==> src/rtl/lb_serial_pkg.sv <==
// Shared types and command bytes for the byte-stream LocalBus master.
package lb_serial_pkg;

  typedef enum logic [2:0] {
    IDLE,
    ADDR,
    DATA,
    WR,
    RD,
    RD_WAIT,
    TX
  } state_t;

  localparam logic [7:0] CMD_WR = 8'h57;
  localparam logic [7:0] CMD_RD = 8'h52;

endpackage

==> src/rtl/lb_serial_tx_ser.sv <==
// 32-bit word to 4-byte MSB-first serializer with valid/ready handshake.
// done is a combinational pulse on the accept of the 4th byte.
module lb_serial_tx_ser (
  input  logic        clk_lb,
  input  logic        reset,
  input  logic        load,
  input  logic [31:0] load_data,
  input  logic        tx_ready,
  output logic [7:0]  tx_byte,
  output logic        tx_valid,
  output logic        done
);

  logic [23:0] shreg;
  logic [1:0]  cnt;

  assign done = tx_valid && tx_ready && (cnt == 2'd3);

  // Load a word, then shift one byte out per accepted handshake
  always_ff @(posedge clk_lb or posedge reset) begin
    if (reset) begin
      shreg    <= '0;
      cnt      <= '0;
      tx_byte  <= '0;
      tx_valid <= 1'b0;
    end else if (load) begin
      tx_byte  <= load_data[31:24];
      shreg    <= load_data[23:0];
      cnt      <= '0;
      tx_valid <= 1'b1;
    end else if (tx_valid && tx_ready) begin
      cnt <= cnt + 2'd1;
      if (cnt == 2'd3) begin
        tx_valid <= 1'b0;
      end else begin
        tx_byte <= shreg[23:16];
        shreg   <= {shreg[15:0], 8'h00};
      end
    end
  end

endmodule

==> src/rtl/lb_serial_master.sv <==
// Byte-stream to LocalBus master: parses 'W'/'R' commands from a receive
// byte stream, issues single-cycle lb_wr/lb_rd strobes and returns read data
// as four bytes. Optional read timeout enabled by LB_SERIAL_TIMEOUT_EN.
module lb_serial_master
  import lb_serial_pkg::*;
#(
  parameter int unsigned timeout_cycles = 1024,
  parameter logic [31:0] timeout_data   = 32'hDEADBEEF
) (
  input  logic        clk_lb,
  input  logic        reset,
  input  logic [7:0]  rx_byte,
  input  logic        rx_valid,
  output logic [7:0]  tx_byte,
  output logic        tx_valid,
  input  logic        tx_ready,
  output logic        lb_wr,
  output logic        lb_rd,
  output logic [31:0] lb_addr,
  output logic [31:0] lb_wr_d,
  input  logic [31:0] lb_rd_d,
  input  logic        lb_rd_rdy,
  output logic        rx_drop
);

  state_t      state;
  logic [1:0]  byte_cnt;
  logic        is_rd;
  logic        tmo_hit;
  logic        ser_load;
  logic        ser_done;
  logic [31:0] ser_data;

`ifdef LB_SERIAL_TIMEOUT_EN
  localparam int unsigned TW = $clog2(timeout_cycles + 1);
  logic [TW-1:0] tmo_cnt;

  // Wait counter, held at zero outside RD_WAIT so each entry starts fresh
  always_ff @(posedge clk_lb or posedge reset) begin
    if (reset) begin
      tmo_cnt <= '0;
    end else if (state != RD_WAIT) begin
      tmo_cnt <= '0;
    end else begin
      tmo_cnt <= tmo_cnt + 1'b1;
    end
  end

  // Hit on the cycle whose increment would reach timeout_cycles
  assign tmo_hit = (state == RD_WAIT) && (tmo_cnt == TW'(timeout_cycles - 1));
`else
  logic unused_timeout_cfg;
  assign unused_timeout_cfg = ^(32'(timeout_cycles));
  assign tmo_hit = 1'b0;
`endif

  // Real read data takes priority over a simultaneous timeout
  assign ser_load = (state == RD_WAIT) && (lb_rd_rdy || tmo_hit);
  assign ser_data = lb_rd_rdy ? lb_rd_d : timeout_data;

  // Command parser and bus strobe generation
  always_ff @(posedge clk_lb or posedge reset) begin
    if (reset) begin
      state    <= IDLE;
      byte_cnt <= '0;
      is_rd    <= 1'b0;
      lb_addr  <= '0;
      lb_wr_d  <= '0;
      lb_wr    <= 1'b0;
      lb_rd    <= 1'b0;
      rx_drop  <= 1'b0;
    end else begin
      lb_wr   <= 1'b0;
      lb_rd   <= 1'b0;
      rx_drop <= 1'b0;
      case (state)
        IDLE: begin
          if (rx_valid && (rx_byte == CMD_WR)) begin
            is_rd    <= 1'b0;
            byte_cnt <= '0;
            state    <= ADDR;
          end else if (rx_valid && (rx_byte == CMD_RD)) begin
            is_rd    <= 1'b1;
            byte_cnt <= '0;
            state    <= ADDR;
          end
        end
        ADDR: begin
          if (rx_valid) begin
            lb_addr  <= {lb_addr[23:0], rx_byte};
            byte_cnt <= byte_cnt + 2'd1;
            if (byte_cnt == 2'd3) begin
              if (is_rd) begin
                lb_rd <= 1'b1;
                state <= RD;
              end else begin
                state <= DATA;
              end
            end
          end
        end
        DATA: begin
          if (rx_valid) begin
            lb_wr_d  <= {lb_wr_d[23:0], rx_byte};
            byte_cnt <= byte_cnt + 2'd1;
            if (byte_cnt == 2'd3) begin
              lb_wr <= 1'b1;
              state <= WR;
            end
          end
        end
        WR: begin
          rx_drop <= rx_valid;
          state   <= IDLE;
        end
        RD: begin
          rx_drop <= rx_valid;
          state   <= RD_WAIT;
        end
        RD_WAIT: begin
          rx_drop <= rx_valid;
          if (ser_load) state <= TX;
        end
        TX: begin
          rx_drop <= rx_valid;
          if (ser_done) state <= IDLE;
        end
        default: state <= IDLE;
      endcase
    end
  end

  lb_serial_tx_ser u_tx_ser (
    .clk_lb    (clk_lb),
    .reset     (reset),
    .load      (ser_load),
    .load_data (ser_data),
    .tx_ready  (tx_ready),
    .tx_byte   (tx_byte),
    .tx_valid  (tx_valid),
    .done      (ser_done)
  );

endmodule

==> config.mk <==
export PLATFORM = sky130hd
export DESIGN_NAME = lb_serial_master
export DESIGN_NICKNAME = d
export VERILOG_FILES = /design/src/rtl/lb_serial_pkg.sv /design/src/rtl/lb_serial_tx_ser.sv /design/src/rtl/lb_serial_master.sv
export SDC_FILE = /design/constraint.sdc
export NUM_CORES = 1
export LEC_CHECK = 0
export CORE_MARGIN = 2
export CORE_UTILIZATION = 50
export CTS_BUF_LIST = sky130_fd_sc_hd__clkbuf_8
export DETAILED_ROUTE_END_ITERATION = 7
export GPL_TIMING_DRIVEN = 0
export PLACE_DENSITY = 0.82
export SYNTH_ARGS = -nofsm -noshare
export SYNTH_HDL_FRONTEND = slang
export SYNTH_SLANG_ARGS = --single-unit
==> constraint.sdc <==
create_clock -name clk_lb -period 3.85 [get_ports clk_lb]
set_input_delay 0.5775 -clock clk_lb [delete_from_list [all_inputs] [get_ports clk_lb]]
set_output_delay 0.5775 -clock clk_lb [all_outputs]
set_load 0.05 [all_outputs]
# After elaboration in Yosys (flattened, before gate mapping)

Cells that the tools add are included.

Input bits: 45
Memory bits (read-only): 0
Register bits: 108
Word-level logic and storage cells: 88
RAM bits: 0
Memories: 0
Bits in latches: 0
Output and inout bits: 76

$add $sub $neg: 2
Equality and inequality tests: 19
Bitwise logic cells: 0
Reduce and logical (&&, ||, !) cells: 19
Multiply operators: 0
Mux-type cells: 36
Shift-type cells: 0
Magnitude comparators: 0
Div/mod/pow operators: 0

Operators by type and width:

| kind                                                   | count |
|---|---|
| two-way mux 24 bit                                     | 3 |
| two-way mux 32 bit                                     | 1 |
| two-way mux 3 bit                                      | 9 |
| two-way mux 8 bit                                      | 3 |
| case mux 3 bit (6 select lines)                        | 1 |
| equality test 8 x 7 -> 1 bit (second input constant)   | 2 |
| inequality test 2 bit (second input constant)          | 7 |
| two-way mux 1 bit                                      | 13 |
| two-way mux 2 bit                                      | 5 |
| AND reduction 2 bit                                    | 5 |
| equality test 3 bit (second input constant)            | 3 |
| nonzero test 2 bit                                     | 4 |
| AND reduction 7 bit                                    | 1 |
| equality test 3 x 2 -> 1 bit (second input constant)   | 2 |
| logical AND 1 bit                                      | 5 |
| adder 2 x 1 -> 2 bit (second input constant)           | 2 |
| equality test 2 bit (second input constant)            | 2 |
| case mux 2 bit (2 select lines)                        | 1 |
| OR reduction 4 bit                                     | 1 |
| equality test 3 x 1 -> 1 bit (second input constant)   | 1 |
| logical NOT 3 bit                                      | 1 |
| inequality test 3 bit (second input constant)          | 1 |
| AND reduction 3 bit                                    | 1 |
| inequality test 2 x 1 -> 1 bit (second input constant) | 1 |
| OR reduction 2 bit                                     | 1 |

# Depth between registers and ports, before layout

Depth after elaboration: 5
Depth in mapped cells: 6

# By module

From an unflattened synthesis, not the netlist that was laid out.

Cells, all modules: 409
Area total of the unflattened synthesis: 4954.8 sq um

Modules (own cells, without submodules):

| module           | cells each | area an instance (sq um) | times used |
|---|---|---|---|
| lb_serial_master | 228        | 3154.3                   | 1 |
| lb_serial_tx_ser | 181        | 1800.5                   | 1 |

# Worst setup path before layout

OpenSTA, ideal clock, no wires.

Path kind: register to register
From: register u_tx_ser.tx_valid
To: register u_tx_ser.tx_byte[4]
Slack: 2.242 ns
Data required time: 3.717 ns
Library setup time: 0.133 ns
Stages on the path, launching flop included: 6
Arrival: 1.475 ns
Cells stage by stage: dfrtp_1 > nand3b_1 > buf_2 > buf_2 > mux2i_1 > o21ai_0

Word-level cells in the longest chain between the ends: 3

Ends and longest elaborated chain:

| item                          | RTL line               | text |
|---|---|---|
| from (decl)                   | lb_serial_tx_ser.sv:10 | `output logic tx_valid,` |
| from (signal assigned)        | lb_serial_tx_ser.sv:25 | `tx_valid <= 1'b0;` |
| from (signal assigned)        | lb_serial_tx_ser.sv:30 | `tx_valid <= 1'b1;` |
| from (signal assigned)        | lb_serial_tx_ser.sv:34 | `tx_valid <= 1'b0;` |
| logical AND 1 bit             | lb_serial_tx_ser.sv:31 | `end else if (tx_valid && tx_ready) begin` |
| nonzero test 2 bit (no line)  | -                      |  |
| AND reduction 2 bit (no line) | -                      |  |
| to (signal assigned)          | lb_serial_tx_ser.sv:27 | `tx_byte <= load_data[31:24];` |
| to (signal assigned)          | lb_serial_tx_ser.sv:36 | `tx_byte <= shreg[23:16];` |
| to (decl)                     | lb_serial_tx_ser.sv:9  | `output logic [7:0] tx_byte,` |

No other way between the ends.
A chain may end at the register's enable or synchronous reset.

# Worst setup path after layout

From: register u_tx_ser.tx_valid
To: output port tx_valid

RTL lines:

| item      | RTL line               | text |
|---|---|---|
| to (decl) | lb_serial_master.sv:15 | `output logic tx_valid,` |

No word-level cell between the ends.

==> results by group <==
STA
  – Post-route setup slack: approximately 1.6 ns
  – Final period utilization: 57.6%
  – Fin Setup TNS: 0 ns
  – Final hold vios: 0
  – Max Freq: 451 MHz
  – Slew margin rel.: 62.8%
  – Skew final: roughly 0.013 ns
  – Min cycle time layout: 2.22 ns
  – Slew Limit Fails: 0
  – Setup-violating endpoint count in the final report: 0
  – Setup repair after global routing missed its margin: no
  – Slew at the pin closest to its max-slew limit: between 0.5 and 0.6 ns

Cells and area
  – Share of cells above drive strength 1: 15.4%
  – Total number of nets in the final design: 510
  – Final design utilization: about two thirds
  – Number of inserted diodes: 0
  – Non-filler instance count after layout: around 580
  – Final design instance area without fill: 6230 µm²
  – Post-synthesis to final-layout area growth: 33.5%

Setup path
  – Startpoint type of the worst setup path: flip-flop
  – Cell family with most CP delay: buffers and inverters
  – Cells along the critical path: clkdlybuf4s50_1
  – Crit end category: primary output
  – Type of the worst setup path: flip-flop to primary output
  – Longest individual stage delay on the worst path: 0.84 ns
  – Required time reported for the critical path endpoint: 3.27 ns
  – Count of buffering cells on the critical path with inverters included: 1
  – Crit-path slowest cell: sky130_fd_sc_hd__clkdlybuf4s50_1
  – Arr. time, crit path: 1.64 ns
  – Crit path max fanout: 7

Placed design
  – Area after DPL: 6040 µm²
  – RD Place Congestion: roughly 0.87
  – Placed Cells: 563
  – Detailed placement HPWL: 7630 µm
  – Count of input and output buffers: 120
  – Post-Place Setup Slack: around 1.4 ns

Drt
  – Routed length per instance: 17.4 µm
  – Highest metal layer used by the detailed router: met4
  – Final Routed Wirelength: 10100 µm
  – Pre-antenna DRT Iters: 4
  – Met3 wire len: 327 µm
  – Post-route antenna net violation count: 0
  – DR vias: 3087
  – DRC violation total after the first TritonRoute iteration: 96
  – Detailed-route DRC error count: 0
  – Wl on met1: between 4000 and 5000 µm
  – Met2 routed wirelength: 4970 µm
  – Routed via count divided by cell count: 5.33

Clocking
  – TritonCTS clock tree: yes
  – Hold Buf Count CTS: 0
  – Clock edge transition at the registers on the reported setup and hold paths: 0.10 ns
  – H-tree depth reported by CTS: 3
  – CTS Buf Count: 9
  – Setup Fix Bufs, Post-CTS: 0
  – Number of buffers on the longest clock path: 2
  – Number of gates resized after CTS: 0
  – Number of clock sinks: 108
  – CTS root buffer: sky130_fd_sc_hd__clkbuf_8
  – Worst-skew pair later-pin latency: 0.36 ns

Global routing
  – Global-route congestion overflow total: 0
  – Overall track demand over capacity in global routing: 20.3%
  – Wire length of the first global-routing pass: 16000 µm
  – Initial antenna violation count: 0
  – Number of global-route vias before repair: 3219
  – Pin count of the biggest net entering global routing: 72

Yosys
  – Synthesized-area fraction occupied by ao, oa, aoi and oai cells: 6.54%
  – Simple-gate area share of the yosys netlist: 6.89%
  – YS warnings: 0
  – Number of enable-type register cells in the synthesized netlist: 0
  – Share of the synthesized netlist area taken by xor and xnor gates: 0.750%
  – Synthesized instance count: 331
  – Cell Area, Synth: between 4000 and 5000 µm²
  – Proportion of register bits with asynchronous set or reset after synthesis: 100%
  – Number of register bits inferred by synthesis: about 110
  – Count of cell types in the netlist: 46
  – Share of synthesized area spent on multiplexers: 22.9%
  – Sequential-to-total area share from yosys stat: 57.9%
  – Predominant post-synthesis flop cell: sky130_fd_sc_hd__dfrtp_1
  – Adder-Cell Fraction of Synth Area: 0.750%
  – Mean instance size in the synthesized netlist: 14.1 µm²
  – Dominant combinational cell family by area after synthesis: multiplexers
  – Synth Net Count: 378

Job
  – Number of maximum-capacitance constraint violations: 0

Floorplanning
  – Row Count: 35
  – Starting density of the core: just over 50%
  – Width of the die: 101 µm
  – Core outline area: 9150 µm²
  – Floorplan die area: 10100 µm²
  – Y dimension of the die: 101 µm
  – I/O pins: 121

Worst hold path
  – Worst hold path type: flip-flop to flip-flop

Outcome
  – Outcome: finished clean

Power
  – VDD IR-drop max: 368 µV
  – PD cells: 844 nW/µm²
  – Static Leakage: 0.00289 µW
-- where the power goes --
group | internal, µW | switching, µW | total, µW
registers | 1550 | 319 | 1870
clock network | 267 | 404 | 672
logic | 1130 | 1590 | 2720
-- cell families (layout without fill, tap and decap cells) --
| kind of cell | count (synthesis) | after routing |
|---|---|---|
| simple gates | 58 | 58 |
| flops | 108 | 108 |
| mux | 88 | 88 |
| buf+inv | 24 | 161 |
| fa+ha+maj | 3 | 3 |
| xor+xnor | 4 | 4 |
| compound gates | 46 | 46 |
-- area by class of cell --
| class | count | area [µm²] |
|---|---|---|
| Fill cell | 669 | 2920 |
| Sequential cell | 108 | 2700 |
| Multi-Input combinational cell | 199 | 1770 |
| Timing Repair Buffer | 121 | 1230 |
| Buffer | 21 | 188 |
| Tap cell | 111 | 139 |
| Clock buffer | 10 | 138 |
| Clock inverter | 6 | 56.3 |
| Inverter | 3 | 13.8 |
-- registers in the layout, indices dropped and copies added, names as in the netlist --
name	cells
byte_cnt	2
is_rd	1
lb_addr	32
lb_rd	1
lb_wr	1
lb_wr_d	32
rx_drop	1
state	3
u_tx_ser.cnt	2
u_tx_ser.shreg	24
u_tx_ser.tx_byte	8
u_tx_ser.tx_valid	1
-- worst paths after layout --
check	start	to	slack, ns	cells past startpoint
worst max-delay path	u_tx_ser.tx_valid	tx_valid	1.63	1
worst min-delay path	lb_addr[29]	lb_addr[29]	0.50	1
worst max register to register	u_tx_ser.cnt[0]	u_tx_ser.tx_byte[3]	2.18	6
worst min register to register	lb_addr[29]	lb_addr[29]	0.50	1
max in group asynchronous	reset	lb_addr[18]	2.56	3
min in group asynchronous	reset	u_tx_ser.tx_byte[1]	0.59	2
-- layer usage --
layer | GRT usage, % | vias to the layer above
li1 | - | 1452
met1 | 27.6 | 1546
met2 | 32.6 | 73
met3 | 2.84 | 16
met4 | 9.17 | 0
met5 | 0 | -
-- cell usage after synthesis, types with 4 or more instances --
cell	instances	share of area (%)
sky130_fd_sc_hd__mux2_1	33	8.0
sky130_fd_sc_hd__o21ai_0	18	1.9
sky130_fd_sc_hd__a21oi_1	4	0.43
sky130_fd_sc_hd__nand2_1	30	2.4
sky130_fd_sc_hd__buf_4	4	0.64
sky130_fd_sc_hd__a22o_1	9	1.7
sky130_fd_sc_hd__mux2i_1	24	5.1
sky130_fd_sc_hd__o21ai_1	6	0.64
sky130_fd_sc_hd__buf_2	6	0.64
sky130_fd_sc_hd__buf_6	5	1.2
sky130_fd_sc_hd__mux2_4	29	9.3
sky130_fd_sc_hd__dfrtp_1	108	58
-- layout by cell type (no fill, tap or decap), drive strengths merged, types with 2 or more instances in the layout --
cell,synthesis,final
a21oi,4,4
a22o,9,9
a32o,2,2
and2,4,4
and3,3,3
buf,18,19
clkbuf,3,13
clkdlybuf4s50,0,120
clkinv,0,2
dfrtp,108,108
ha,2,2
inv,3,6
mux2,64,64
mux2i,24,24
nand2,30,30
nand2b,2,2
nand3,2,2
nand3b,2,2
nor2b,4,4
nor3,3,3
o21ai,24,24
xor2,3,3
-- per-stage QoR --
stage               hold WS (ns)  power (µW)
finish                     0.497        5260
CTS                        0.502        5300
global route               0.518        5510
global placement           0.469        4530
floorplan                  0.465        3740
detailed placement         0.478        4620
Note: power is estimated with default switching activity, not from simulation.
